File: src/rtl/regfile_multiport.sv
// regfile_multiport: parametrised register file, DATA_W x 2**ADDR_W entries,
// NUM_RD independent registered read ports and one write port.
// Reads have a latency of one cycle, a per-port valid and write-to-read bypass.
// Synchronous active-high reset loads a one-hot pattern: entry i = 1 << (i mod DATA_W).
// Optional build macro REGFILE_ZERO_REG_EN: entry 0 is hardwired to zero,
// writes to address 0 are dropped and reads of address 0 always return zero.
module regfile_multiport #(
  parameter int DATA_W = 4,
  parameter int ADDR_W = 2,
  parameter int NUM_RD = 2
) (
  input  logic                       clk,
  input  logic                       rst,
  input  logic [NUM_RD-1:0]          rd_en,
  input  logic [NUM_RD*ADDR_W-1:0]   rd_addr,
  output logic [NUM_RD*DATA_W-1:0]   rd_data,
  output logic [NUM_RD-1:0]          rd_valid,
  input  logic                       wr_en,
  input  logic [ADDR_W-1:0]          wr_addr,
  input  logic [DATA_W-1:0]          wr_data
);

  localparam int DEPTH = 2 ** ADDR_W;

  logic [DATA_W-1:0] mem [DEPTH];
  logic [DATA_W-1:0] rd_word [NUM_RD];
  logic              wr_ok;

  // A write to the zero register is discarded, so it must not commit or bypass
`ifdef REGFILE_ZERO_REG_EN
  assign wr_ok = wr_en && (wr_addr != '0);
`else
  assign wr_ok = wr_en;
`endif

  // Per-port read word: fresh write data wins over the stored entry
  always_comb begin
    for (int k = 0; k < NUM_RD; k++) begin
      if (wr_ok && (wr_addr == rd_addr[k*ADDR_W +: ADDR_W])) begin
        rd_word[k] = wr_data;
      end else begin
        rd_word[k] = mem[rd_addr[k*ADDR_W +: ADDR_W]];
      end
`ifdef REGFILE_ZERO_REG_EN
      if (rd_addr[k*ADDR_W +: ADDR_W] == '0) begin
        rd_word[k] = '0;
      end
`endif
    end
  end

  // Storage array: one-hot reset pattern, single write port
  always_ff @(posedge clk) begin
    if (rst) begin
      for (int i = 0; i < DEPTH; i++) begin
        mem[i] <= DATA_W'(1) << (i % DATA_W);
      end
`ifdef REGFILE_ZERO_REG_EN
      mem[0] <= '0;
`endif
    end else if (wr_ok) begin
      mem[wr_addr] <= wr_data;
    end
  end

  // Registered read ports: idle ports drop valid but keep their last data
  always_ff @(posedge clk) begin
    if (rst) begin
      rd_data  <= '0;
      rd_valid <= '0;
    end else begin
      for (int k = 0; k < NUM_RD; k++) begin
        rd_valid[k] <= rd_en[k];
        if (rd_en[k]) begin
          rd_data[k*DATA_W +: DATA_W] <= rd_word[k];
        end
      end
    end
  end

endmodule

File: config.mk
export PLATFORM = sky130hd
export DESIGN_NAME = regfile_multiport
export DESIGN_NICKNAME = d
export VERILOG_FILES = /design/src/rtl/regfile_multiport.sv
export SDC_FILE = /design/constraint.sdc
export NUM_CORES = 1
export LEC_CHECK = 0
export BUFFER_PORTS_ARGS = -buffer_cell sky130_fd_sc_hd__clkbuf_2
export CORE_MARGIN = 2
export CORE_UTILIZATION = 50
export CTS_CLUSTER_SIZE = 14
export DETAILED_ROUTE_END_ITERATION = 10
export PLACE_DENSITY = 0.77
export SYNTH_ARGS = -nofsm -noshare
export SYNTH_HDL_FRONTEND = slang
export SYNTH_SLANG_ARGS = --single-unit
File: constraint.sdc
create_clock -name clk -period 1.6 [get_ports clk]
set_clock_uncertainty 0.15 [all_clocks]
set_input_delay 0.4 -clock clk [delete_from_list [all_inputs] [get_ports clk]]
set_output_delay 0.4 -clock clk [all_outputs]
set_load 0.05 [all_outputs]
# Word-level counts from Yosys, hierarchy flattened
# Memories as Yosys holds them, arrays and structs flattened. A register that Yosys moved wholly into a read port is not among the register bits.
# Cells that the tools add are included.
# classes
muxes	8
reduce_logical	1
# ops
cell	n
1-bit two-way mux	6
4-bit two-way mux	1
4-bit OR reduction	1
2-bit two-way mux	1
# word_totals
register_bits	2
mem_bits_rw	16
in_bits	15
output_inout_bits	10
wordCells	11
mem_count	1
# mem_list
memory	depth	width	read_ports	rd_clocked_by_memory_dff	write_ports	line_no	text
mem	4	4	2	2	4	25	logic [DATA_W-1:0] mem [DEPTH];

# Logic depth before layout (Yosys ltp)
# logic_depth
depth_word	5
depth_mapped	5

# Least setup slack after synthesis
# No wires, ideal clock.
# synth_path
path_kind	input port to flip-flop
from	input port rd_addr[0]
to	register rd_data[0] (read register of mem)
setup_ns	0.079
arrival_time_ns	1.411
path_slack_ns	-0.041
stages	5
path_buffers	1
path_cell_list	buf_2 > nor3_1 > nor2_1 > o311a_1 > a211oi_2
# synth_rtl
item	line_no	text
from (decl)	15	input logic [NUM_RD*ADDR_W-1:0] rd_addr,
to (decl)	16	output logic [NUM_RD*DATA_W-1:0] rd_data,

# Worst setup path after layout
# layout_path
from	register rd_data[1] (read register of mem)
to	output port rd_data[1]
# No word-level cell between the ends.

==> out/metrics.cfg <==
[status]
status = complete, no violations

[sta]
slew_headroom_pct = 80.1
period_minus_slack_ns = 1.54
tns_ns = 0
grt_setup_unrepaired = false
slew_viol_final = 0
finalSetupViolations = 0
setup_ws_ns = 0.0552
tightest_slew_ns = 0.297
hold_viol_final = 0
fin_crit_sh_pct = 96.6
fmax_ghz = 0.647

[pwr]
p_leak_nw = 0.791
vdd_drop_max_mv = 0.515
p_per_area_nw_per_um2 = 819

[floorplan]
pin_count = 25
die_w_um = 59.7
rows = 20
die_h_um = 59.7
initial_core_util_pct = 51.7
dieArea_um2 = 3560
coreArea_um2 = 3000

[clock_tree]
clkSlewWorstSetupHoldPaths_ns = 0.15
cts.root.buffer_cell = clkbuf_4
clk_latency_ns = 0.33
numCtsBuffers = 3
clockBufferDepth = 2
cts.sinks = 26
cts_tree = yes
postCtsSetupRepairBufs = 0
cts_max_level = 1

[run]
cap_violations = 0

[placement]
io_buffers = 24
place_hpwl_um = 3210
dpl_cell_area_um2 = 1890
post-place-ws_ns = -0.280
gp_congestion = 0.924

[finish]
final_util_pct = 64.6
layout.nets = 205
design_area_um2 = 1940
mostFrequentLayoutCells = 30 x buf_4, 21 x clkbuf_2, 16 x edfxtp_1
insertedDiodeCount = 0
final_common_cell = buf_4
syn2layout_area_growth_pct = 25.1
drive_gt1_share_pct = 44.4

[drt]
finalWirelength_um = 3860
drc = 0
viasPerCell = 5.92
ant_nets = 0
drtIter0Drc = 66
dr.pass1.iters = 4
vias = 1314
routedWlPerCell_um = 17.4

[setup_path]
slowest_delay_ns = 0.38
crit_type = register to output pin
cp_cell_sequence = buf_2
crit_fanout = 2
end_kind = output pin
timing.critical_path.buf_inv = 1
cpLargestDelayFamily = flip-flops
cpMaxStageDelayCell = dfxtp_1
crit_required_ns = 1.05
start_kind = register
arrival_ns = 0.99

[yosys]
syn-num-nets = 157
netlist_area_um2 = 1550
syn_avg_cell_area_um2 = 10.9
synth_ff_type = edfxtp_1
ys_seq_elements = 26
yosysSeqAreaShare_pct = 43.9
synth_warnings = 0
synth-edff-count = 16
yosysUniqueCellTypes = 34
synthArstFlopShare_pct = 0
synth_cells = 142

[global_route]
grt_pass1_vias = 1319
grt_pass1_wl_um = 6360
grt_max_degree = 16
antenna_found_initial = 0
globalRouteOverflowTotal = 0
grt_usage_pct = 25.1

[worst_hold_path]
holdCritPathClass = input pin to register

-- metal layers --
| layer | GRT usage (%) | share of wire (%) | vias up | wire (um) |
|---|---|---|---|---|
| li1 | - | - | 637 | - |
| met1 | 31.8 | 40 | 625 | 1550 |
| met2 | 43.9 | 53 | 47 | 2050 |
| met3 | 3.90 | 5.6 | 5 | 216 |
| met4 | 7.62 | 1.1 | 0 | 43 |
| met5 | 0 | 0 | - | 0 |
-- metrics by stage --
stage	hold slack, ns	power [mW]	instances
after floorplan	0.428	1.06	142
after global routing	0.249	1.66	222
after detailed placement	0.365	1.20	218
after CTS	0.237	1.60	222
after global placement	0.357	1.19	218
final	0.244	1.59	222
-- sequential cells by signal, summed over array words and instances (netlist names) --
register  cells
mem          16
rd_data       8
rd_valid      2
-- power by group --
part	leakage, nW	switching (mW)	internal (mW)	total, mW
logic	0.526	0.232	0.167	0.399
clock network	0.0261	0.211	0.192	0.403
registers	0.239	0.0254	0.763	0.788
-- synthesized netlist by cell type (4+ instances only) --
library cell  count  share of area (%)
nor3_1            4                1.3
edfxtp_1         16                 31
nor3b_1           4                1.9
nand2b_1          6                2.4
a211oi_2          6                4.8
mux4_2            6                8.7
o311a_1           8                5.2
nor2_1            8                1.9
nand3_1           8                2.6
and2_1           11                4.4
nand2_1           4               0.97
dfxtp_1          10                 13
nand4_1           6                2.4
buf_2             7                2.3
nor2b_1           4                1.6
-- worst paths after layout --
| path | startpoint | to | slack [ns] | cells after the start |
|---|---|---|---|---|
| min reg2reg | rd_data[5]$_SDFFE_PP0P_ | rd_data[5]$_SDFFE_PP0P_ | 0.38 | 2 |
| min | rd_en[0] | rd_valid[0]$_SDFF_PP0_ | 0.24 | 2 |
| max reg2reg | mem[3][2]$_DFFE_PP_ | rd_data[2]$_SDFFE_PP0P_ | 0.24 | 3 |
| max | rd_data[1]$_SDFFE_PP0P_ | rd_data[1] | 0.06 | 1 |
-- timing repair --
action	in CTS	in global routing
hold buffers	0	0
gates resized for setup	0	4
endpoints found under the setup margin	0	3
-- cell families (layout without fill, tap and decap cells) --
kind of cell	Yosys count	after routing	share of synthesized area [%]
AND/OR/NAND/NOR	68	68	26.4
flip-flops	26	26	43.9
AO/OA/AOI/OAI	25	25	15.2
buffers and inverters	15	62	4.68
multiplexers	6	6	8.71
XOR/XNOR	2	2	1.13
-- area by class of cell --
| cell class | count | area [um^2] |
|---|---|---|
| clock buffer | 4 | 47.5 |
| multi-input combinational | 101 | 808 |
| fill | 249 | 1060 |
| inverter | 4 | 15.0 |
| sequential | 26 | 681 |
| tap | 33 | 41.3 |
| timing repair buffer | 54 | 348 |
Power figures use the tool's default switching activity.
